--- src/rtl/mshr_pkg.sv ---
// Shared geometry and entry layout for the MSHR file and its fill sequencer.
package mshr_pkg;

  localparam int unsigned ADDR_WIDTH_D     = 16;
  localparam int unsigned DATA_WIDTH_D     = 32;
  localparam int unsigned NUM_BLOCKS_D     = 8;
  localparam int unsigned NUM_OPS_D        = 32;
  localparam int unsigned NUM_ENTRIES_D    = 4;
  localparam int unsigned NUM_SUBENTRIES_D = 4;

  localparam int unsigned OPW  = $clog2(NUM_OPS_D);
  localparam int unsigned IDXW = $clog2(NUM_BLOCKS_D);
  localparam int unsigned TAGW = ADDR_WIDTH_D - IDXW;
  localparam int unsigned CNTW = $clog2(NUM_SUBENTRIES_D + 1);
  localparam int unsigned SUBW = $clog2(NUM_SUBENTRIES_D);

  typedef struct packed {
    logic                                valid;
    logic                                issued;
    logic [TAGW-1:0]                     tag;
    logic [IDXW-1:0]                     index;
    logic [CNTW-1:0]                     count;
    logic [NUM_SUBENTRIES_D-1:0][OPW-1:0] sub;
  } mshr_entry_t;

  typedef enum logic {
    FILL_IDLE,
    FILL_DRAIN
  } fill_state_t;

endpackage

--- src/rtl/mshr_fill_fsm.sv ---
// Latches one memory response and replays one cache fill per merged op,
// then strobes the entry free.
module mshr_fill_fsm
  import mshr_pkg::*;
#(
  parameter int unsigned ADDR_WIDTH  = ADDR_WIDTH_D,
  parameter int unsigned DATA_WIDTH  = DATA_WIDTH_D,
  parameter int unsigned NUM_ENTRIES = NUM_ENTRIES_D
) (
  input  logic                           clk,
  input  logic                           reset,
  input  logic                           i_resp_valid,
  input  logic [$clog2(NUM_ENTRIES)-1:0] i_resp_id,
  input  logic [DATA_WIDTH-1:0]          i_resp_data,
  output logic                           o_resp_ready,
  output logic [$clog2(NUM_ENTRIES)-1:0] o_rd_id,
  input  mshr_entry_t                    i_rd_entry,
  output logic                           o_busy,
  output logic                           o_free_stb,
  output logic                           o_fill_valid,
  output logic [ADDR_WIDTH-1:0]          o_fill_addr,
  output logic [OPW-1:0]                 o_fill_op,
  output logic [DATA_WIDTH-1:0]          o_fill_data
);

  fill_state_t                    r_state;
  logic [$clog2(NUM_ENTRIES)-1:0] r_id;
  logic [DATA_WIDTH-1:0]          r_data;
  logic [SUBW-1:0]                r_ptr;
  logic                           r_resp_ready;
  logic                           r_fill_valid;
  logic [ADDR_WIDTH-1:0]          r_fill_addr;
  logic [OPW-1:0]                 r_fill_op;
  logic [DATA_WIDTH-1:0]          r_fill_data;
  logic                           w_accept;
  logic                           w_last;

  // One read port: the responding entry while idle, the draining entry otherwise.
  assign o_rd_id  = (r_state == FILL_IDLE) ? i_resp_id : r_id;
  // Responses for entries that are not outstanding (e.g. stale after reset) are dropped.
  assign w_accept = (r_state == FILL_IDLE) && i_resp_valid && i_rd_entry.valid && i_rd_entry.issued;
  assign w_last   = (r_state == FILL_DRAIN) && ((CNTW'(r_ptr) + CNTW'(1)) == i_rd_entry.count);

  assign o_busy       = w_accept || (r_state == FILL_DRAIN);
  assign o_free_stb   = w_last;
  assign o_resp_ready = r_resp_ready;
  assign o_fill_valid = r_fill_valid;
  assign o_fill_addr  = r_fill_addr;
  assign o_fill_op    = r_fill_op;
  assign o_fill_data  = r_fill_data;

  always_ff @(posedge clk) begin
    if (reset) begin
      r_state      <= FILL_IDLE;
      r_id         <= '0;
      r_data       <= '0;
      r_ptr        <= '0;
      r_resp_ready <= 1'b1;
      r_fill_valid <= 1'b0;
      r_fill_addr  <= '0;
      r_fill_op    <= '0;
      r_fill_data  <= '0;
    end else begin
      case (r_state)
        FILL_IDLE: begin
          r_fill_valid <= 1'b0;
          if (w_accept) begin
            r_id         <= i_resp_id;
            r_data       <= i_resp_data;
            r_ptr        <= '0;
            r_state      <= FILL_DRAIN;
            r_resp_ready <= 1'b0;
          end
        end
        FILL_DRAIN: begin
          r_fill_valid <= 1'b1;
          r_fill_addr  <= {i_rd_entry.tag, i_rd_entry.index};
          r_fill_op    <= i_rd_entry.sub[r_ptr];
          r_fill_data  <= r_data;
          r_ptr        <= r_ptr + 1'b1;
          if (w_last) begin
            r_state      <= FILL_IDLE;
            r_resp_ready <= 1'b1;
          end
        end
        default: r_state <= FILL_IDLE;
      endcase
    end
  end

endmodule

--- src/rtl/mshr_file.sv ---
// Miss-status holding register file: merges secondary misses per block,
// issues one memory read per block and replays fills in arrival order.
module mshr_file
  import mshr_pkg::*;
#(
  parameter int unsigned ADDR_WIDTH     = ADDR_WIDTH_D,
  parameter int unsigned DATA_WIDTH     = DATA_WIDTH_D,
  parameter int unsigned NUM_BLOCKS     = NUM_BLOCKS_D,
  parameter int unsigned NUM_OPS        = NUM_OPS_D,
  parameter int unsigned NUM_ENTRIES    = NUM_ENTRIES_D,
  parameter int unsigned NUM_SUBENTRIES = NUM_SUBENTRIES_D
) (
  input  logic                                      clk,
  input  logic                                      reset,
  input  logic                                      req_valid,
  input  logic [$clog2(NUM_OPS)-1:0]                req_op,
  input  logic [ADDR_WIDTH-$clog2(NUM_BLOCKS)-1:0]  req_tag,
  input  logic [$clog2(NUM_BLOCKS)-1:0]             req_index,
  output logic                                      req_ack,
  output logic                                      full,
  output logic                                      mem_req_valid,
  output logic [ADDR_WIDTH-1:0]                     mem_req_addr,
  output logic [$clog2(NUM_ENTRIES)-1:0]            mem_req_id,
  input  logic                                      mem_req_ready,
  input  logic                                      mem_resp_valid,
  input  logic [$clog2(NUM_ENTRIES)-1:0]            mem_resp_id,
  input  logic [DATA_WIDTH-1:0]                     mem_resp_data,
  output logic                                      mem_resp_ready,
  output logic                                      fill_valid,
  output logic [ADDR_WIDTH-1:0]                     fill_address,
  output logic [$clog2(NUM_OPS)-1:0]                fill_op,
  output logic [DATA_WIDTH-1:0]                     fill_data
);

  localparam int unsigned EW = $clog2(NUM_ENTRIES);

  mshr_entry_t     r_tbl     [NUM_ENTRIES];
  mshr_entry_t     w_tbl_nxt [NUM_ENTRIES];
  mshr_entry_t     w_rd_entry;

  logic            r_pend_valid;
  logic [OPW-1:0]  r_pend_op;
  logic [TAGW-1:0] r_pend_tag;
  logic [IDXW-1:0] r_pend_idx;
  logic            r_ack;
  logic            r_full;
  logic            r_mem_req_valid;
  logic [ADDR_WIDTH-1:0] r_mem_req_addr;
  logic [EW-1:0]   r_mem_req_id;

  logic            w_match_hit, w_free_hit, w_cand_hit;
  logic [EW-1:0]   w_match_id, w_free_id, w_cand_id, w_rd_id;
  logic            w_issue_acc, w_ack, w_all_valid, w_busy, w_free_stb;

  assign w_issue_acc = r_mem_req_valid && mem_req_ready;
  assign w_rd_entry  = r_tbl[w_rd_id];

  always_comb begin
    w_match_hit = 1'b0;
    w_match_id  = '0;
    w_free_hit  = 1'b0;
    w_free_id   = '0;
    w_cand_hit  = 1'b0;
    w_cand_id   = '0;
    for (int unsigned i = 0; i < NUM_ENTRIES; i++) begin
      if (r_tbl[i].valid && r_tbl[i].tag == r_pend_tag && r_tbl[i].index == r_pend_idx) begin
        w_match_hit = 1'b1;
        w_match_id  = EW'(i);
      end
    end
    // Descending scans leave the lowest qualifying index selected.
    for (int unsigned i = NUM_ENTRIES; i > 0; i--) begin
      if (!r_tbl[i-1].valid) begin
        w_free_hit = 1'b1;
        w_free_id  = EW'(i-1);
      end
      if (r_tbl[i-1].valid && !r_tbl[i-1].issued && !(w_issue_acc && r_mem_req_id == EW'(i-1))) begin
        w_cand_hit = 1'b1;
        w_cand_id  = EW'(i-1);
      end
    end
  end

  always_comb begin
    for (int unsigned i = 0; i < NUM_ENTRIES; i++) w_tbl_nxt[i] = r_tbl[i];
    w_ack = 1'b0;
    if (w_issue_acc) w_tbl_nxt[r_mem_req_id].issued = 1'b1;
    if (w_free_stb)  w_tbl_nxt[w_rd_id].valid = 1'b0;
    // An entry whose response is latched or draining takes no more merges; the request waits for reallocation.
    if (r_pend_valid) begin
      if (w_match_hit) begin
        if (!(w_busy && w_rd_id == w_match_id) && r_tbl[w_match_id].count < CNTW'(NUM_SUBENTRIES)) begin
          w_tbl_nxt[w_match_id].sub[r_tbl[w_match_id].count[SUBW-1:0]] = r_pend_op;
          w_tbl_nxt[w_match_id].count = r_tbl[w_match_id].count + 1'b1;
          w_ack = 1'b1;
        end
      end else if (w_free_hit) begin
        w_tbl_nxt[w_free_id]        = '0;
        w_tbl_nxt[w_free_id].valid  = 1'b1;
        w_tbl_nxt[w_free_id].tag    = r_pend_tag;
        w_tbl_nxt[w_free_id].index  = r_pend_idx;
        w_tbl_nxt[w_free_id].count  = CNTW'(1);
        w_tbl_nxt[w_free_id].sub[0] = r_pend_op;
        w_ack = 1'b1;
      end
    end
    w_all_valid = 1'b1;
    for (int unsigned i = 0; i < NUM_ENTRIES; i++) w_all_valid = w_all_valid & w_tbl_nxt[i].valid;
  end

  always_ff @(posedge clk) begin
    if (reset) begin
      for (int unsigned i = 0; i < NUM_ENTRIES; i++) r_tbl[i] <= '0;
      r_pend_valid <= 1'b0;
      r_pend_op    <= '0;
      r_pend_tag   <= '0;
      r_pend_idx   <= '0;
      r_ack        <= 1'b0;
      r_full       <= 1'b0;
    end else begin
      for (int unsigned i = 0; i < NUM_ENTRIES; i++) r_tbl[i] <= w_tbl_nxt[i];
      if (req_valid) begin
        r_pend_valid <= 1'b1;
        r_pend_op    <= req_op;
        r_pend_tag   <= req_tag;
        r_pend_idx   <= req_index;
      end else if (w_ack) begin
        r_pend_valid <= 1'b0;
      end
      r_ack  <= w_ack;
      r_full <= w_all_valid;
    end
  end

  // Presented request is frozen until accepted, so a lower entry allocated meanwhile cannot displace it.
  always_ff @(posedge clk) begin
    if (reset) begin
      r_mem_req_valid <= 1'b0;
      r_mem_req_addr  <= '0;
      r_mem_req_id    <= '0;
    end else if (!r_mem_req_valid || mem_req_ready) begin
      r_mem_req_valid <= w_cand_hit;
      if (w_cand_hit) begin
        r_mem_req_id   <= w_cand_id;
        r_mem_req_addr <= {r_tbl[w_cand_id].tag, r_tbl[w_cand_id].index};
      end
    end
  end

  mshr_fill_fsm #(
    .ADDR_WIDTH  (ADDR_WIDTH),
    .DATA_WIDTH  (DATA_WIDTH),
    .NUM_ENTRIES (NUM_ENTRIES)
  ) u_fill (
    .clk          (clk),
    .reset        (reset),
    .i_resp_valid (mem_resp_valid),
    .i_resp_id    (mem_resp_id),
    .i_resp_data  (mem_resp_data),
    .o_resp_ready (mem_resp_ready),
    .o_rd_id      (w_rd_id),
    .i_rd_entry   (w_rd_entry),
    .o_busy       (w_busy),
    .o_free_stb   (w_free_stb),
    .o_fill_valid (fill_valid),
    .o_fill_addr  (fill_address),
    .o_fill_op    (fill_op),
    .o_fill_data  (fill_data)
  );

  assign req_ack       = r_ack;
  assign full          = r_full;
  assign mem_req_valid = r_mem_req_valid;
  assign mem_req_addr  = r_mem_req_addr;
  assign mem_req_id    = r_mem_req_id;

endmodule

--- config.mk ---
export PLATFORM = sky130hd
export DESIGN_NAME = mshr_file
export DESIGN_NICKNAME = d
export VERILOG_FILES = /design/src/rtl/mshr_pkg.sv /design/src/rtl/mshr_fill_fsm.sv /design/src/rtl/mshr_file.sv
export SDC_FILE = /design/constraint.sdc
export NUM_CORES = 1
export LEC_CHECK = 0
export ABC_AREA = 1
export CAP_MARGIN = 30
export CORE_MARGIN = 3
export CORE_UTILIZATION = 35
export CTS_BUF_LIST = sky130_fd_sc_hd__clkbuf_8
export DETAILED_ROUTE_END_ITERATION = 8
export DONT_BUFFER_PORTS = 1
export GPL_TIMING_DRIVEN = 0
export MAX_ROUTING_LAYER = met4
export PLACE_DENSITY = 0.54
export SKIP_CTS_REPAIR_TIMING = 1
export SYNTH_ARGS = -nofsm -noshare
export SYNTH_HDL_FRONTEND = slang
export SYNTH_HIERARCHICAL = 1
export SYNTH_SLANG_ARGS = --single-unit
--- constraint.sdc ---
create_clock -name clk -period 5.75 [get_ports clk]
set_input_delay 1.15 -clock clk [delete_from_list [all_inputs] [get_ports clk]]
set_output_delay 1.15 -clock clk [all_outputs]
set_load 0.01 [all_outputs]
# Yosys cells after proc, flatten, opt, wreduce, memory -nomap -nowiden
# Memory sizes are Yosys's and may differ from the RTL's. A register that Yosys moved wholly into a read port is not among the register bits.
# Cells that the tools add are included.
dict set report classes {
  bitwise 14
  mux 85
  magnitude_cmp 12
  addsub 3
  reduce_logical 49
  n_eq_ne 15
}
# operator count
set ops {}
lappend ops {{$bwmux W164} 9}
lappend ops {{$mux W164} 6}
lappend ops {{$demux W41 S2} 10}
lappend ops {{$mux W41} 7}
lappend ops {{$and A164 B164 Y164} 1}
lappend ops {{$not A164 Y164} 1}
lappend ops {{$eq A13 B13 Y1} 4}
lappend ops {{$mux W23} 2}
lappend ops {{$mux W40} 1}
lappend ops {{$mux W39} 1}
lappend ops {{$logic_and A1 B1 Y1} 32}
lappend ops {{$mux W1} 26}
lappend ops {{$mux W26} 1}
lappend ops {{$mux W2} 12}
lappend ops {{$mux W20} 1}
lappend ops {{$eq A3 B3 Y1} 5}
lappend ops {{$mux W5} 3}
lappend ops {{$ge A3 B3 Y1 const B} 4}
lappend ops {{$lt A3 B1 Y1 const B} 4}
lappend ops {{$not A2 Y3} 4}
lappend ops {{$bmux W5 S2} 1}
lappend ops {{$demux W5 S2} 1}
lappend ops {{$logic_not A1 Y1} 10}
lappend ops {{$lt A2 B3 Y1 const B} 2}
lappend ops {{18 further kinds} 30}
dict set report totals {
  memories 1
  elab_cells 196
  regBits 119
  mem_bits_rw 164
  output_inout_bits 76
  inputBits 60
}
# memory depth word_bits read_ports rd_clocked_by_memory_dff write_ports line_no
set memory_table {}
lappend memory_table {r_tbl 4 41 7 1 4 mshr_file.sv:37} ;# mshr_entry_t r_tbl [NUM_ENTRIES];

# Depth between registers and ports, before layout
# An unclocked memory read counts as a cell.
dict set report logic_depth {
  ltp_word 23
  ltp_mapped 24
  depth_no_buf 22
}

# Cells and area by module
# Netlist, hierarchy kept.
# mod cells_per_inst instances area_per_inst_um2 seq_area_each_um2
set by_module_without_submodules {}
lappend by_module_without_submodules {mshr_file 2064 1 12864.8 4144.0}
lappend by_module_without_submodules {mshr_fill_fsm 450 1 3397.0 1841.8}

# Worst setup path after synthesis
# No wires, ideal clock.
dict set report synth_timing {
  path_type {input to register}
  start {in mem_resp_id[1]}
  end {mem r_tbl[1][1] (netlist name)}
  required_time_ns 5.637
  stages 21
  slack_ns 1.997
  setup_time_ns 0.113
  arrival_ns 3.640
  path_buffers 5
  path_cell_list {nand2_1 -> nand2_1 -> clkbuf_1 -> nor2_1 -> clkbuf_1 -> buf_1 -> a22oi_1 -> o211ai_1 -> nand4_4 -> nand2_1 -> inv_1 -> nor2_2 -> nand2_2 -> nand3_4 -> nand2_2 -> buf_6 -> buf_6 -> nand3_4 -> nand2_1 -> nand2_1 -> nor2_1}
}
# item line_no
set synth_lines {}
lappend synth_lines {{from (decl)} mshr_file.sv:26} ;# input logic [$clog2(NUM_ENTRIES)-1:0] mem_resp_id,
lappend synth_lines {{to (decl)} mshr_file.sv:37}

==> flow_summary_export.csv <==
group,metric,value,unit
outcome,status,"finished clean",
sta,slew_headroom,0.3031,
synthesis,postSynthAreaPerCell,6.469,um2
worst_setup_path,max_stage_delay,0.79,ns
cts,clkLatencyLatePin,0.68,ns
min_path,min_path_cells,2,
synthesis,ys_seq_area_frac,0.3681,
sta,setup_slack,0.1569,ns
power,switching_share,0.3057,
worst_setup_path,worstSetupStartpoint,"u_fill/r_state",
power,switching_power,1.599,mW
sta,fin_crit_sh,0.9727,
worst_setup_path,worstSetupPathType,"flip-flop to flip-flop",
sta,worstMarginPinSlew,1.045,ns
floorplan,ioPinCount,136,
routing,remaining_drc_errors,0,
power,power.internal,3.632,mW
floorplan,start_util,0.3560,
synthesis,synth.area.top_cells,"dfxtp_1, nand2_1, o21ai_0",
synthesis,yosysMostFrequentCell,"nand2_1",
worst_setup_path,end_kind,"flip-flop",
floorplan,die_h,221.6,um
grt,grt_usage,0.2957,
synthesis,synth_top_family_by_area,"simple AND/OR/NAND/NOR gates",
synthesis,yosys_warnings,6,
power,combPwrFrac,0.141,
cts,clock-sinks,299,
cells_and_area,diodes,0,
floorplan,core,0.04567,mm2
synthesis,synth_top_area_share,0.3681,
synthesis,synth_simple_gate_area_frac,0.2905,
place,hpwl,55900,um
cells_and_area,drive_above_1_share,0.07214,
synthesis,synth_edf_count,0,
place,gp_congestion,0.9806,
sta,hold_violations,0,
sta,slew_viol_final,0,
cts,clk_pin_slew,0.06,ns
grt,antenna_found_initial,0,
cts,cts-root-buf,"clkbuf_8",
synthesis,synthArstFlopShare,0,
min_path,worst_hold_path_type,"flip-flop to flip-flop",
power,powerDensity,285.8,mW/mm2
synthesis,synth.area.mux_share,0,
place,port_buffers,0,
sta,finClkSkew,0.04703,ns
power,p_leak,7.795,nW
sta,period_needed,5.593,ns
synthesis,yosys.area.top_type,"dfxtp_1",
synthesis,ys_types,46,
place,post-place-ws,0.07772,ns
floorplan,die_w,221.6,um
routing,detail-route-antenna-nets,0,
min_path,min-delay-start,"r_tbl[2][2]",
routing,wl_per_cell,22.85,um
synthesis,ys_ff_latch,299,
worst_setup_path,crit_chain,"buf_6 -> inv_6 -> clkbuf_1 -> nand2_1 -> nand2_1 -> clkbuf_1 -> nor2_1 -> clkbuf_1 -> buf_1 -> a22oi_1 -> o211ai_1 -> nand4_4 -> nand2_1 -> inv_1 -> nor2_2 -> nand2_2 -> nand3_4 -> clkbuf_1 -> o21ai_0 -> nand2_1 -> a21oi_1",
grt,grt_pass1_vias,16780,
routing,drt-total-wl,73580,um
power,max-vdd-ir-drop,0.0001730,V
worst_setup_path,rr_worst_depth,21,
cells_and_area,area_growth,12.57,%
power,pwr-share-clk,0.437,
routing,first_iter_violations,1832,
floorplan,rows,78,
worst_setup_path,crit_fanout,10,
job,drv_cap,0,
routing,vias,18020,
worst_setup_path,crit_arrival,6.09,ns
routing,via_per_inst,5.596,
synthesis,synth_ff_type,"dfxtp_1",
worst_setup_path,timing.rr.start,"u_fill/r_state",
cells_and_area,final_util,0.4008,
synthesis,synth-compound-area-share,0.2285,
sta,fmax,178.8,MHz
synthesis,synth_xor_area_frac,0.005386,
grt,grt_overflow,0,
cells_and_area,nets,2641,
floorplan,die_area,0.04908,mm2
sta,setup_viol,0,
synthesis,syn-num-nets,2579,
grt,grt_pass1_wl,107600,um
synthesis,yosys-top-cells-count,"nand2_1, nor2_1, dfxtp_1",
power,pwr-share-seq,0.422,
worst_setup_path,startpoint_type,"flip-flop",
synthesis,syn_inst,2514,
synthesis,synthAdderAreaFrac,0.003847,
sta,rsz0062_at_grt,"no",
cts,tritoncts,"done",
sta,tns,0,ns
synthesis,netlist_area,0.01626,mm2
cts,cts_buffers,56,
worst_setup_path,crit_required,6.25,ns
grt,grt_max_degree,15,
cts,h-tree-depth,2,
worst_setup_path,cp_slowest_cell,"clkbuf_1",
routing,drt_first_pass_iters,6,
cts,cts_buffer_depth,3,
[cell usage in the layout, fill, tap and decap left out, types with 7 or more instances in the layout]
cell / Yosys / routed
nand4_1: 33 / 33
o211ai_1: 28 / 28
a22oi_1: 39 / 39
buf_1: 14 / 14
buf_4: 12 / 12
nand2_2: 8 / 8
clkbuf_1: 111 / 111
o22ai_1: 30 / 30
o21ai_1: 9 / 9
dfxtp_1: 299 / 299
nor3_1: 24 / 24
nand3_1: 118 / 118
o21ai_0: 297 / 297
inv_2: 21 / 21
inv_1: 224 / 239
nor2_1: 374 / 374
xnor2_1: 7 / 7
nand3_2: 16 / 16
o221ai_1: 39 / 39
buf_2: 12 / 12
buf_6: 9 / 9
nand2_1: 522 / 522
a21oi_1: 210 / 210
nor2_2: 7 / 7
clkbuf_8: 0 / 78
[logic make-up after synthesis]
| kind of cell | Yosys count |
|---|---|
| adder cells (fa/ha/maj) | 5 |
| flip-flops | 299 |
| AND/OR/NAND/NOR | 1123 |
| buffers and inverters | 411 |
| XOR/XNOR | 10 |
| AO/OA/AOI/OAI | 666 |
[power groups by stage]
stage | registers [mW] | logic [mW] | clock network [mW]
2_1_floorplan | 2.23 | 0.465 | 0
3_3_place_gp | 2.25 | 0.708 | 0
4_1_cts | 2.21 | 0.720 | 2.33
3_5_place_dp | 2.25 | 0.718 | 0
5_1_grt | 2.21 | 0.801 | 2.41
6_report | 2.21 | 0.738 | 2.29
[final timing paths]
path	endpoint	slack, ns
setup / recovery	r_tbl[1][0]	0.16
hold / removal	r_tbl[2][2]	0.46
setup reg to reg	r_tbl[1][0]	0.16
hold reg to reg	r_tbl[2][2]	0.46
[layer usage]
layer / part of all wire / track usage / vias up / wire length, um
li1: - / - / 8490 / -
met1: 0.41 / 0.3607 / 8498 / 29920
met2: 0.47 / 0.4798 / 818 / 34260
met3: 0.071 / 0.04144 / 214 / 5204
met4: 0.057 / 0.1498 / 0 / 4186
met5: 0 / - / - / 0
[final cells by class]
cell class | count | area (um2)
tap | 600 | 750.7
fill | 4934 | 27370
clock inverter | 24 | 160.2
timing repair buffer | 4 | 60.06
inverter | 250 | 949.7
clock buffer | 78 | 1074
sequential | 299 | 5986
buffer | 161 | 735.7
multi-input combinational | 1804 | 8591
[state kept, by name (all words and copies together), names as in the netlist]
register             cells
u_fill/r_id              2
r_pend_tag              13
u_fill/r_data           32
full                     1
u_fill/r_state           1
u_fill/o_resp_ready      1
r_pend_valid             1
r_tbl                  164
u_fill/o_fill_data      32
mem_req_id               2
u_fill/o_fill_addr      16
mem_req_valid            1
r_pend_idx               3
u_fill/o_fill_valid      1
u_fill/r_ptr             2
u_fill/o_fill_op         5
mem_req_addr            16
req_ack                  1
r_pend_op                5
[stage by stage]
| step | cells | area (um2) | power (mW) | hold slack, ns |
|---|---|---|---|---|
| CTS | 3220 | 18310 | 5.256 | 0.4640 |
| global placement | 3114 | 17010 | 2.959 | 0.4508 |
| floorplan | 2514 | 16260 | 2.693 | 0.4409 |
| global route | 3220 | 18310 | 5.422 | 0.4776 |
| finish | 3220 | 18310 | 5.231 | 0.4639 |
| detailed placement | 3118 | 17070 | 2.969 | 0.4548 |
[worst max-delay path: cells and delay by family (launching register included)]
family | cells | cell delay [ns]
AO/OA/AOI/OAI | 4 | 0.74
buffers and inverters | 8 | 2.96
flip-flops | 1 | 0.32
AND/OR/NAND/NOR | 9 | 1.42
(Power assumes the default switching activity.)
